<file path="config.mk">
export PLATFORM = sky130hd
export DESIGN_NAME = receptor
export DESIGN_NICKNAME = d
export VERILOG_FILES = /design/src/rtl/receptor_pkg.sv /design/src/rtl/receptor_wb_timer.sv /design/src/rtl/receptor.sv
export SDC_FILE = /design/constraint.sdc
export NUM_CORES = 1
export LEC_CHECK = 0
export ABC_CLOCK_PERIOD_IN_PS = 1900
export BUFFER_PORTS_ARGS = -buffer_cell sky130_fd_sc_hd__buf_2
export CAP_MARGIN = 20
export CORE_ASPECT_RATIO = 1.25
export CORE_UTILIZATION = 47
export CTS_CLUSTER_DIAMETER = 200
export CTS_CLUSTER_SIZE = 8
export DETAILED_ROUTE_END_ITERATION = 10
export PLACE_DENSITY = 0.77
export SYNTH_ARGS = -nofsm -noshare
export SYNTH_HDL_FRONTEND = slang
export SYNTH_SLANG_ARGS = --single-unit
</file>
<file path="constraint.sdc">
create_clock -name CLK -period 1.9 [get_ports CLK]
set_clock_uncertainty 0.05 [all_clocks]
set_input_delay 0.19 -clock CLK [delete_from_list [all_inputs] [get_ports CLK]]
set_output_delay 0.19 -clock CLK [all_outputs]
set_load 0.02 [all_outputs]
</file>
<file path="src/rtl/receptor_pkg.sv">
// Shared MESI line-state codes and snoop bus event bit positions, used by both the
// snoop-side receptor and the processor-side FSM.
package receptor_pkg;

  typedef enum logic [2:0] {
    ST_BAD0 = 3'b000,
    ST_I    = 3'b001,
    ST_S    = 3'b010,
    ST_E    = 3'b011,
    ST_M    = 3'b100,
    ST_WB_S = 3'b101,
    ST_WB_I = 3'b110,
    ST_BAD7 = 3'b111
  } mesi_t;

  localparam int EV_RMISS = 0;
  localparam int EV_WMISS = 1;
  localparam int EV_INV   = 2;

  // Last count value of the write-back timer before it reports a timeout.
  localparam logic [3:0] WB_LAST = 4'd15;

  function automatic logic is_one_hot(input logic [2:0] ev);
    return (ev == 3'b001) || (ev == 3'b010) || (ev == 3'b100);
  endfunction

  // The processor side only ever produces the four stable MESI states.
  function automatic logic is_mesi(input logic [2:0] code);
    return (code == ST_I) || (code == ST_S) || (code == ST_E) || (code == ST_M);
  endfunction

endpackage

</file>
<file path="src/rtl/receptor_wb_timer.sv">
// Write-back timeout: counts cycles while a write-back is pending and flags every
// sixteenth cycle without an acknowledge, restarting the count each time.
module wb_timer
  import receptor_pkg::*;
(
  input  logic CLK,
  input  logic CLR,
  input  logic start,
  input  logic ack,
  output logic expire
);

  logic [3:0] count;

  always_ff @(posedge CLK or posedge CLR) begin
    if (CLR)
      count <= '0;
    else if (!start || ack)
      count <= '0;
    else
      count <= count + 4'd1;
  end

  assign expire = start && !ack && (count == WB_LAST);

endmodule

</file>
<file path="src/rtl/receptor.sv">
// Snoop-side MESI line controller: reacts to bus snoops, arbitrates against processor
// state loads, and manages the dirty-line write-back handshake.
module receptor
  import receptor_pkg::*;
(
  input  logic       CLK,
  input  logic       CLR,
  input  logic [2:0] cpu_state,
  input  logic       cpu_load,
  input  logic       bus_valid,
  input  logic [2:0] bus_event,
  input  logic       tag_match,
  input  logic       flush_ack,
  output logic [2:0] state,
  output logic       shared,
  output logic       flush_req,
  output logic       abort_mem,
  output logic       bus_stall,
  output logic       cpu_retry,
  output logic       err,
  output logic [7:0] snoop_hits
);

  mesi_t st;
  logic  in_wb;
  logic  snoop_hit;
  logic  accept;
  logic  wb_expire;

  assign in_wb     = (st == ST_WB_S) || (st == ST_WB_I);
  assign snoop_hit = bus_valid && tag_match;
  assign accept    = snoop_hit && !in_wb;
  assign bus_stall = snoop_hit && in_wb;
  assign state     = st;

  wb_timer u_wb_timer (
    .CLK   (CLK),
    .CLR   (CLR),
    .start (in_wb),
    .ack   (flush_ack),
    .expire(wb_expire)
  );

  // Priority: accepted snoop, then pending write-back, then processor load.
  always_ff @(posedge CLK or posedge CLR) begin
    if (CLR) begin
      st         <= ST_I;
      shared     <= 1'b0;
      flush_req  <= 1'b0;
      abort_mem  <= 1'b0;
      cpu_retry  <= 1'b0;
      err        <= 1'b0;
      snoop_hits <= '0;
    end else begin
      abort_mem <= 1'b0;
      cpu_retry <= 1'b0;
      err       <= 1'b0;
      if (accept) begin
        snoop_hits <= snoop_hits + 8'd1;
        if (cpu_load)
          cpu_retry <= 1'b1;
        if (!is_one_hot(bus_event)) begin
          err <= 1'b1;
        end else if (bus_event[EV_RMISS]) begin
          case (st)
            ST_M: begin
              st        <= ST_WB_S;
              flush_req <= 1'b1;
              abort_mem <= 1'b1;
              shared    <= 1'b1;
            end
            ST_E, ST_S: begin
              st     <= ST_S;
              shared <= 1'b1;
            end
            default: ;
          endcase
        end else if (bus_event[EV_WMISS]) begin
          case (st)
            ST_M: begin
              st        <= ST_WB_I;
              flush_req <= 1'b1;
              abort_mem <= 1'b1;
            end
            ST_E, ST_S: begin
              st     <= ST_I;
              shared <= 1'b0;
            end
            default: ;
          endcase
        end else begin
          // A modified or exclusive line should never see an invalidate; drop it without flushing.
          if ((st == ST_E) || (st == ST_M))
            err <= 1'b1;
          if (st != ST_I) begin
            st     <= ST_I;
            shared <= 1'b0;
          end
        end
      end else if (in_wb) begin
        if (cpu_load)
          cpu_retry <= 1'b1;
        if (flush_ack) begin
          flush_req <= 1'b0;
          if (st == ST_WB_S) begin
            st <= ST_S;
          end else begin
            st     <= ST_I;
            shared <= 1'b0;
          end
        end else if (wb_expire) begin
          err <= 1'b1;
        end
      end else if (cpu_load) begin
        if (is_mesi(cpu_state)) begin
          st <= mesi_t'(cpu_state);
          if (cpu_state == ST_I)
            shared <= 1'b0;
        end else begin
          err <= 1'b1;
        end
      end
    end
  end

endmodule

</file>
==> flow_metrics.tcl <==
set metrics [dict create \
    p_comb_share_pct 51.8 \
    synthDistinctLibCells 45 \
    cts_sinks 20 \
    final_cell_mix "buf_2, dfrtp_1, nand2_1, buf_4" \
    num-nets-final 171 \
    relSlewSlack_pct 51.6 \
    end_kind "flip-flop" \
    initial_core_util_pct 49.1 \
    clkTransAtPathRegs_ns 0.11 \
    fillCellCount 221 \
    dp_cells 182 \
    dieHeight_um 58.3 \
    tns_ns 0 \
    peakVddDrop_v 0.000884 \
    wl_per_cell_um 14.4 \
    path_class "reg -> reg" \
    synthesis.nets 133 \
    final_common_cell "buf_2" \
    rows 20 \
    wl_mm 2.72 \
    core_area_um2 2430 \
    synth_edf_count 0 \
    crit_required_ns 2.04 \
    p_leak_nw 0.697 \
    met1_length_mm 1.15 \
    p_seq_share_pct 37.3 \
    pin_count 29 \
    arrival_ns 2.01 \
    post-dp-hpwl_mm 2.02 \
    antenna_found_initial 0 \
    cts_tree "done" \
    antenna_cells 0 \
    drive_gt1_share_pct 34.0 \
    via_per_inst 5.65 \
    drv_slew 0 \
    drc_errors 0 \
    critPathSlowestCell "dfstp_2" \
    cts_buffer_depth 2 \
    clock_latency_ns 0.29 \
    areaGrowthSynthToFinish_pct 26.9 \
    status "finished clean" \
    min_period_ns 1.87 \
    switchingPower_uw 844 \
    yosys-top-cells-area "dfrtp_1, xor2_1, xnor2_1" \
    ant_nets 0 \
    fin_area_um2 1510 \
    synthCells 119 \
    drt_first_pass_iters 4 \
    drt_iter0_markers 25 \
    grt_pass1_wl_mm 4.40 \
    grt_pass1_vias 1017 \
    max_freq_mhz 535 \
    syn_avg_cell_area_um2 10.0 \
    finalHoldViolations 0 \
    fp.dieW_um 47.0 \
    tightest_slew_ns 0.726 \
    maxCapViolCount 0 \
    cp_cell_sequence "or3b_1 -> o22ai_2 -> o21ai_4 -> o311ai_4 -> mux2_4" \
    min_path_type "in -> reg" \
    ys_seq_elements 20 \
    synth_largest_area_cell "dfrtp_1" \
    met3_length_um 74 \
    ys_seq_area_share_pct 42.1 \
    globalplace.congestion 0.889 \
    async_flop_share_pct 100 \
    internal_power_mw 1.06 \
    stdcell_count 189 \
    root_buffer "clkbuf_4" \
    slowest_delay_ns 0.61 \
    grt_use_total_pct 22.6 \
    syn_area_um2 1190 \
    vias 1068 \
    powerDensity_nw_per_um2 1260 \
    regArea_um2 503 \
    ctsHtreeMaxLevel 1 \
    multi_input_area_um2 706 \
    finalCritPeriodShare_pct 98.4 \
    cp_max_fo 4 \
    total_power_mw 1.91 \
    setup_violations 0 \
    yosys_warnings 0 \
    cp-start-kind "flip-flop" \
    io_buffer_count 28 \
    switching_share_pct 44.2 \
    synth_flop_cell "dfrtp_1" \
    synth_top_area_share_pct 39.9 \
    grt_max_degree 21 \
    clock_power_share_pct 10.9 \
    dieArea_um2 2740 \
    placed_area_um2 1420 \
    top_layer_used "met4" \
    numCtsBuffers 3 \
    dr_wl_met2_mm 1.39 \
    gr-total-overflow 0 \
]
-- power groups by stage --
stage | Sequential (mW) | Combinational (mW) | Clock [mW]
floorplan | 0.808 | 0.526 | 0
global placement | 0.710 | 0.867 | 0
detailed placement | 0.723 | 0.885 | 0
CTS | 0.695 | 0.928 | 0.211
global route | 0.737 | 1.07 | 0.230
finish | 0.712 | 0.988 | 0.207
-- sequential cells by signal (all words and copies together) (netlist names) --
signal            cells
flush_req             1
abort_mem             1
cpu_retry             1
u_wb_timer.count      4
snoop_hits            8
state                 3
shared                1
err                   1
-- timing repair --
item                                    CTS  global route
pin swaps                                 0             2
gates resized for setup                   0             7
hold buffers                              1             0
endpoints found under the setup margin    2             3
buffers inserted                          1             1
endpoints found under the hold margin    19             0
-- critical path, delay by kind of cell (launching register included) --
kind,cells,cell delay (ns)
AOI/OAI and AO/OA,3,0.39
DFF,1,0.61
and+or+nand+nor,1,0.38
muxes,1,0.33
-- per-stage QoR --
step,hold WS (ns),setup WS [ns],util (%)
floorplan,0.103,0.00594,-
global placement,0.280,0.0457,58.5
detailed placement,0.295,0.00378,58.5
CTS,0.0641,0.0324,60.3
global route,0.0580,-0.0196,62.3
finish,0.0665,0.0306,62.3
-- area by class of cell --
cell class              count  share of cell area, %
flip-flops and latches     20                   33.3
clock buffers               4                   1.74
inverters                   4                  0.993
repair buffers             38                   14.6
well taps                  33                   2.73
multi-input cells          90                   46.7
-- final timing paths --
kind | slack [ns] | startpoint | endpoint | cells past startpoint
worst max-delay path | 0.03 | state[0] | state[1] | 5
worst min-delay path | 0.07 | flush_ack | u_wb_timer.count[1] | 2
worst max register to register | 0.03 | state[0] | state[1] | 5
worst min register to register | 0.42 | snoop_hits[7] | snoop_hits[7] | 1
max in group asynchronous | 0.81 | CLR | state[1] | 3
min in group asynchronous | 0.49 | CLR | u_wb_timer.count[2] | 3
-- logic make-up after synthesis --
group                      Yosys count  synth area share (%)
AOI/OAI and AO/OA                   29                  19.4
xor gates and xnor gates            13                  9.56
adders and majority gates            2                  2.10
buffers and inverters                9                  3.36
DFF                                 20                  42.1
muxes                                3                  3.47
and+or+nand+nor                     43                  20.0
-- cell usage after synthesis (2+ instances only) --
master	number
nor2_1	5
a21oi_1	4
inv_1	4
clkbuf_1	2
nor2b_1	3
nand4_1	3
xnor2_1	6
mux2_4	2
xor2_1	7
nand2_1	12
or3b_1	2
o21ai_0	5
o22ai_1	3
ha_1	2
dfrtp_1	19
nand3_1	3
a211oi_1	2
buf_2	2
and2_1	2
nor3b_1	2
nor3_1	5
-- routing by layer --
metal,up-vias,track usage [%]
met5,-,0
met4,0,15.1
met3,11,2.18
met2,39,37.9
met1,504,25.8
li1,514,-
Power figures use the tool's default switching activity.
